[config.mk]
export PLATFORM = sky130hd
export DESIGN_NAME = frame_scan_reader
export DESIGN_NICKNAME = d
export VERILOG_FILES = /design/src/rtl/frame_scan_reader_pkg.sv /design/src/rtl/vga_timing_counter.sv /design/src/rtl/frame_scan_reader.sv
export SDC_FILE = /design/constraint.sdc
export NUM_CORES = 1
export LEC_CHECK = 0
export ABC_CLOCK_PERIOD_IN_PS = 6300
export CAP_MARGIN = 20
export CORE_MARGIN = 8
export CORE_UTILIZATION = 57
export CTS_BUF_LIST = sky130_fd_sc_hd__clkbuf_8
export DETAILED_ROUTE_END_ITERATION = 8
export HOLD_SLACK_MARGIN = 0.1
export PLACE_DENSITY = 0.95
export SYNTH_ARGS = -nofsm -noshare
export SYNTH_HDL_FRONTEND = slang
export SYNTH_SLANG_ARGS = --single-unit
[constraint.sdc]
create_clock -name clk -period 6.3 [get_ports clk]
set_input_delay 0.63 -clock clk [delete_from_list [all_inputs] [get_ports clk]]
set_output_delay 0.63 -clock clk [all_outputs]
set_load 0.005 [all_outputs]
[src/rtl/frame_scan_reader_pkg.sv]
// Display timing defaults, shade/colour types and the shade-to-colour mapping shared by the scan reader.
// Latency: none (types, constants and a combinational helper); no backpressure.
package frame_scan_reader_pkg;

    localparam int H_ACTIVE_DEF = 640;
    localparam int H_FP_DEF     = 16;
    localparam int H_SYNC_DEF   = 96;
    localparam int H_BP_DEF     = 48;
    localparam int V_ACTIVE_DEF = 480;
    localparam int V_FP_DEF     = 10;
    localparam int V_SYNC_DEF   = 2;
    localparam int V_BP_DEF     = 33;

    localparam int ADDR_W   = 19;
    localparam int CNT_W    = 10;
    localparam int SHADE_W  = 9;
    localparam int COLOUR_W = 8;

    typedef logic signed [SHADE_W-1:0] shade_t;
    typedef logic [COLOUR_W-1:0]       colour_t;
    typedef logic [CNT_W-1:0]          cnt_t;

    // Sync and blank travel together through the alignment pipeline.
    typedef struct packed {
        logic hs_n;
        logic vs_n;
        logic blank_n;
    } sync_t;

    localparam sync_t SYNC_IDLE = '{hs_n: 1'b1, vs_n: 1'b1, blank_n: 1'b0};

    // Mid-grey offset, then clamp the 10-bit signed sum into 0..255.
    function automatic colour_t shade_to_colour(input shade_t shade);
        logic signed [SHADE_W:0] level;
        colour_t                 result;
        level = $signed({shade[SHADE_W-1], shade}) + 10'sd128;
        if (level < 10'sd0) begin
            result = '0;
        end else if (level > 10'sd255) begin
            result = '1;
        end else begin
            result = level[COLOUR_W-1:0];
        end
        return result;
    endfunction

endpackage

[src/rtl/vga_timing_counter.sv]
// Free-running h/v raster counters with raw (unaligned) sync, active and position decodes.
// Latency: decodes are combinational from the counter registers; no backpressure (advances every clk).
module vga_timing_counter
    import frame_scan_reader_pkg::*;
#(
    parameter int H_ACTIVE = H_ACTIVE_DEF,
    parameter int H_FP     = H_FP_DEF,
    parameter int H_SYNC   = H_SYNC_DEF,
    parameter int H_BP     = H_BP_DEF,
    parameter int V_ACTIVE = V_ACTIVE_DEF,
    parameter int V_FP     = V_FP_DEF,
    parameter int V_SYNC   = V_SYNC_DEF,
    parameter int V_BP     = V_BP_DEF
) (
    input  logic  clk,
    input  logic  reset,
    output cnt_t  h_cnt,
    output logic  line_last,
    output logic  frame_last,
    output logic  at_origin,
    output logic  active,
    output logic  active_last,
    output sync_t sync_raw
);

    localparam int H_TOTAL = H_ACTIVE + H_FP + H_SYNC + H_BP;
    localparam int V_TOTAL = V_ACTIVE + V_FP + V_SYNC + V_BP;

    localparam cnt_t H_LAST   = cnt_t'(H_TOTAL - 1);
    localparam cnt_t V_LAST   = cnt_t'(V_TOTAL - 1);
    localparam cnt_t H_VIS    = cnt_t'(H_ACTIVE);
    localparam cnt_t V_VIS    = cnt_t'(V_ACTIVE);
    localparam cnt_t H_VIS_L  = cnt_t'(H_ACTIVE - 1);
    localparam cnt_t V_VIS_L  = cnt_t'(V_ACTIVE - 1);
    localparam cnt_t HS_FIRST = cnt_t'(H_ACTIVE + H_FP);
    localparam cnt_t HS_LAST  = cnt_t'(H_ACTIVE + H_FP + H_SYNC - 1);
    localparam cnt_t VS_FIRST = cnt_t'(V_ACTIVE + V_FP);
    localparam cnt_t VS_LAST  = cnt_t'(V_ACTIVE + V_FP + V_SYNC - 1);

    cnt_t h_q;
    cnt_t v_q;

    always_ff @(posedge clk or posedge reset) begin
        if (reset) begin
            h_q <= '0;
            v_q <= '0;
        end else if (h_q == H_LAST) begin
            h_q <= '0;
            v_q <= (v_q == V_LAST) ? '0 : v_q + 1'b1;
        end else begin
            h_q <= h_q + 1'b1;
        end
    end

    always_comb begin
        h_cnt            = h_q;
        line_last        = (h_q == H_LAST);
        frame_last       = (h_q == H_LAST) && (v_q == V_LAST);
        at_origin        = (h_q == '0) && (v_q == '0);
        active           = (h_q < H_VIS) && (v_q < V_VIS);
        active_last      = (h_q == H_VIS_L) && (v_q == V_VIS_L);
        sync_raw         = SYNC_IDLE;
        sync_raw.hs_n    = !((h_q >= HS_FIRST) && (h_q <= HS_LAST));
        sync_raw.vs_n    = !((v_q >= VS_FIRST) && (v_q <= VS_LAST));
        sync_raw.blank_n = active;
    end

endmodule

[src/rtl/frame_scan_reader.sv]
// Raster scanner: reads shades from a double-buffered frame store and drives VGA colour, syncs and blank.
// Latency: rd_addr combinational from the counters, pixel/sync outputs 2 clks later; no backpressure (free-running).
module frame_scan_reader
    import frame_scan_reader_pkg::*;
#(
    parameter int H_ACTIVE = H_ACTIVE_DEF,
    parameter int H_FP     = H_FP_DEF,
    parameter int H_SYNC   = H_SYNC_DEF,
    parameter int H_BP     = H_BP_DEF,
    parameter int V_ACTIVE = V_ACTIVE_DEF,
    parameter int V_FP     = V_FP_DEF,
    parameter int V_SYNC   = V_SYNC_DEF,
    parameter int V_BP     = V_BP_DEF
) (
    input  logic              clk,
    input  logic              reset,
    output logic [ADDR_W-1:0] rd_addr,
    output logic              rd_buf,
    input  shade_t            rd_data,
    input  logic              swap_req,
    output logic              swap_ack,
    output logic              frame_start,
    output logic              vga_hs,
    output logic              vga_vs,
    output logic              vga_blank_n,
    output logic [7:0]        vga_r,
    output logic [7:0]        vga_g,
    output logic [7:0]        vga_b
);

    cnt_t              h_cnt;
    logic              line_last;
    logic              frame_last;
    logic              at_origin;
    logic              active;
    logic              active_last;
    sync_t             sync_raw;
    sync_t             sync_d1;
    sync_t             sync_d2;
    logic [ADDR_W-1:0] line_base;
    colour_t           colour_q;

    vga_timing_counter #(
        .H_ACTIVE (H_ACTIVE),
        .H_FP     (H_FP),
        .H_SYNC   (H_SYNC),
        .H_BP     (H_BP),
        .V_ACTIVE (V_ACTIVE),
        .V_FP     (V_FP),
        .V_SYNC   (V_SYNC),
        .V_BP     (V_BP)
    ) u_timing (
        .clk         (clk),
        .reset       (reset),
        .h_cnt       (h_cnt),
        .line_last   (line_last),
        .frame_last  (frame_last),
        .at_origin   (at_origin),
        .active      (active),
        .active_last (active_last),
        .sync_raw    (sync_raw)
    );

    // Row base accumulates H_ACTIVE per line, so v*H_ACTIVE never needs a multiplier.
    always_ff @(posedge clk or posedge reset) begin
        if (reset) begin
            line_base <= '0;
        end else if (frame_last) begin
            line_base <= '0;
        end else if (line_last) begin
            line_base <= line_base + ADDR_W'(H_ACTIVE);
        end
    end

    always_comb begin
        rd_addr = '0;
        if (active) begin
            rd_addr = line_base + ADDR_W'(h_cnt);
        end
    end

    // Flip only at the last visible pixel so the buffer is stable for a whole visible frame.
    always_ff @(posedge clk or posedge reset) begin
        if (reset) begin
            rd_buf   <= 1'b0;
            swap_ack <= 1'b0;
        end else begin
            swap_ack <= active_last && swap_req;
            if (active_last && swap_req) begin
                rd_buf <= ~rd_buf;
            end
        end
    end

    assign frame_start = at_origin && !reset;

    // Stage 1 waits for the read data; stage 2 registers colour alongside the delayed syncs.
    always_ff @(posedge clk or posedge reset) begin
        if (reset) begin
            sync_d1  <= SYNC_IDLE;
            sync_d2  <= SYNC_IDLE;
            colour_q <= '0;
        end else begin
            sync_d1  <= sync_raw;
            sync_d2  <= sync_d1;
            colour_q <= sync_d1.blank_n ? shade_to_colour(rd_data) : '0;
        end
    end

    assign vga_hs      = sync_d2.hs_n;
    assign vga_vs      = sync_d2.vs_n;
    assign vga_blank_n = sync_d2.blank_n;
    assign vga_r       = colour_q;
    assign vga_g       = colour_q;
    assign vga_b       = colour_q;

endmodule

==> results.json <==
{
  "status": "completed",
  "start_util_pct": 59.2,
  "critPathKind": "flip-flop to output port",
  "nFillCells": 335,
  "cts_setup_buffers": 0,
  "synth_ff_type": "dfrtp_1",
  "synth_area_sq_um": 2800,
  "vias_per_cell": 5.80,
  "ios": 61,
  "post-dp-hpwl_um": 4900,
  "insertedDiodeCount": 0,
  "dieArea_sq_um": 7400,
  "ys_top_cells_by_area": "dfrtp_1 (39%), xnor2_1 (5.0%), ha_1 (4.9%)",
  "setup_tns_ps": 0,
  "finalSetupViolCount": 0,
  "syn_nets": 321,
  "min_from": "sync_d1[1]",
  "maxCapViolCount": 0,
  "dr.pass1.iters": 4,
  "hold_buffers": 0,
  "drc_errors": 0,
  "fin_skew_ps": 4.99,
  "ir_worst_vdd_mv": 0.113,
  "final-instance-count-excl-fill": 407,
  "grt-ovfl-total": 0,
  "max_slew.worst_pin.slew_ps": 925,
  "drtIter0Drc": 114,
  "cts-htree-levels": 2,
  "nNetsFinal": 362,
  "hold_slack_ps": 363,
  "vias": 2360,
  "placed_cells": 398,
  "synth-edff-count": 0,
  "clock-root-buffer": "clkbuf_8",
  "yosysSeqAreaShare_pct": 43.2,
  "drt_wl_total_um": 6490,
  "p_per_area_nw_per_um2": 163,
  "areaGrowthSynthToFinish_pct": 22.0,
  "synth_top_area_share_pct": 39.4,
  "avgSynthCellArea_sq_um": 9.38,
  "startpoint": "u_timing.h_cnt[9]",
  "slew_violations": 0,
  "gp_congestion": 0.903,
  "worst_ep_arrival_time_ps": 3010,
  "cpLargestDelayFamily": "compound AO/OA/AOI/OAI gates",
  "synth-seq-cells": 48,
  "ctsLongestPathBuffers": 2,
  "r2r-start": "u_timing.h_cnt[1]",
  "met2_usage_pct": 29.4,
  "ctsResizeCount": 0,
  "synthTopCellsByCount": "dfrtp_1 (44), a21oi_1 (24), nor2_1 (23)",
  "cts_buffers": 5,
  "grt.busiest_layer": "met2",
  "num_rows": 25,
  "fp.dieW_um": 86.0,
  "final_antenna_net_count": 0,
  "endpoint_kind": "output port",
  "wl_per_cell_um": 15.9,
  "antenna_found_initial": 0,
  "ys_warn_count": 0,
  "cts_sinks": 48,
  "crit_path_max_incr_delay_ps": 730,
  "synth_most_common_cell": "dfrtp_1",
  "hp-class": "flip-flop to flip-flop",
  "cp_max_fo": 10,
  "rsz0062_at_grt": "false",
  "cp_cell_sequence": "ha_1, a21o_1, a211oi_1, o21ai_0, a21oi_1, clkdlybuf4s50_1",
  "async_flop_share_pct": 100,
  "relSlewSlack_pct": 38.0,
  "synth_largest_area_cell": "dfrtp_1",
  "reg2reg_setup_slack_ps": 3760,
  "fin_util_pct": 72.2,
  "synth_cell_types": 43,
  "port_buffers": 60,
  "core_sq_um": 4720,
  "globalRouteMet3Util_pct": 4.78,
  "grt_pass1_wl_um": 10500,
  "syn_inst": 298,
  "cts_tree": "built",
  "path_buf_inv": 1,
  "crit_required_ps": 5670,
  "layout-drive-gt1-share_pct": 4.12,
  "die_y_um": 86.0,
  "min_period_ps": 3640,
  "worstSkewPairLatency_ps": 300,
  "startpoint_type": "flip-flop",
  "grt_max_degree": 49,
  "hold_viol": 0,
  "period_share_pct": 57.7,
  "leakage_nw": 1.46,
  "grt_pass1_vias": 2245,
  "grt_usage_pct": 17.6,
  "cpMaxStageDelayCell": "a211oi_1",
  "power_w": 0.000557,
  "use_met1_pct": 21.5,
  "fmax_mhz": 275,
  "clk_pin_slew_ps": 80
}
## routing by layer
metal / routed length (um) / vias up / share of wire, %
met4: 68 / 0 / 1.0
met1: 2790 / 1139 / 43
li1: - / 1125 / -
met2: 3070 / 89 / 47
met3: 560 / 7 / 8.6
met5: 0 / - / 0
## report_power, final
part	internal, W	switching, W
clock network	0.0000864	0.0000978
registers	0.000313	0.00000360
logic	0.0000362	0.0000206
## per-stage QoR
stage	cell area, sq um	worst slack, ps
after floorplan	2800	3780
after global placement	3300	3130
after detailed placement	3300	3010
after CTS	3390	2670
after global routing	3410	2480
final	3410	2660
## state kept, by name, indices dropped and copies added (netlist names)
signal          count
vga_blank_n         1
swap_ack            1
rd_buf              1
u_timing.h_cnt     10
vga_hs              1
line_base          12
sync_d1             3
u_timing.v_q       10
vga_b               8
vga_vs              1
## logic make-up (layout without fill, tap and decap cells)
| logic type | count (synthesis) | after routing | share of synthesized area, % |
|---|---|---|---|
| flops | 48 | 48 | 43.2 |
| buf+inv | 43 | 85 | 8.68 |
| compound gates | 53 | 53 | 11.1 |
| other cells | 1 | 1 | 0.134 |
| simple gates | 115 | 115 | 23.4 |
| mux | 3 | 3 | 1.07 |
| xor+xnor | 24 | 24 | 7.52 |
| fa+ha+maj | 11 | 11 | 4.92 |
## layout by cell type, fill, tap and decap left out, types with 5 or more instances in the layout
cell / n
clkdlybuf4s50_1: 60
and2_1: 8
xnor2_1: 16
and3_1: 6
nand2_1: 13
nand4_1: 9
o31ai_1: 6
xor2_1: 8
or3_1: 7
clkbuf_8: 6
ha_1: 11
o21ai_0: 13
or4_1: 9
nand3_1: 11
and4_1: 5
nor2_1: 23
dfrtp_1: 44
nor4_1: 9
inv_1: 15
a21oi_1: 24
## worst reg2reg max path, cell delays in order (launching register included)
cell and delay (ps):
dfrtp_1 440, ha_1 240, nand3_1 300, or4_1 780, or4_1 550, a21oi_1 150
## area by class of cell
| type | count | area (sq um) | share of cell area [%] |
|---|---|---|---|
| inverters | 15 | 56.3 | 1.65 |
| multi-input cells | 207 | 1350 | 39.5 |
| well taps | 67 | 83.8 | 2.46 |
| repair buffers | 62 | 628 | 18.4 |
| clock buffers | 6 | 82.6 | 2.42 |
| flip-flops and latches | 48 | 1210 | 35.4 |
| clock inverters | 2 | 7.51 | 0.220 |
## worst paths after layout
check	end	depth (start not counted)
hold reg to reg	vga_vs	0
setup reg to reg	line_base[18]	5
max in group asynchronous	sync_d1[2]	3
setup / recovery	rd_addr[14]	6
hold / removal	vga_vs	0
min in group asynchronous	u_timing.v_q[1]	2
Note: power is estimated with default switching activity, not from simulation.
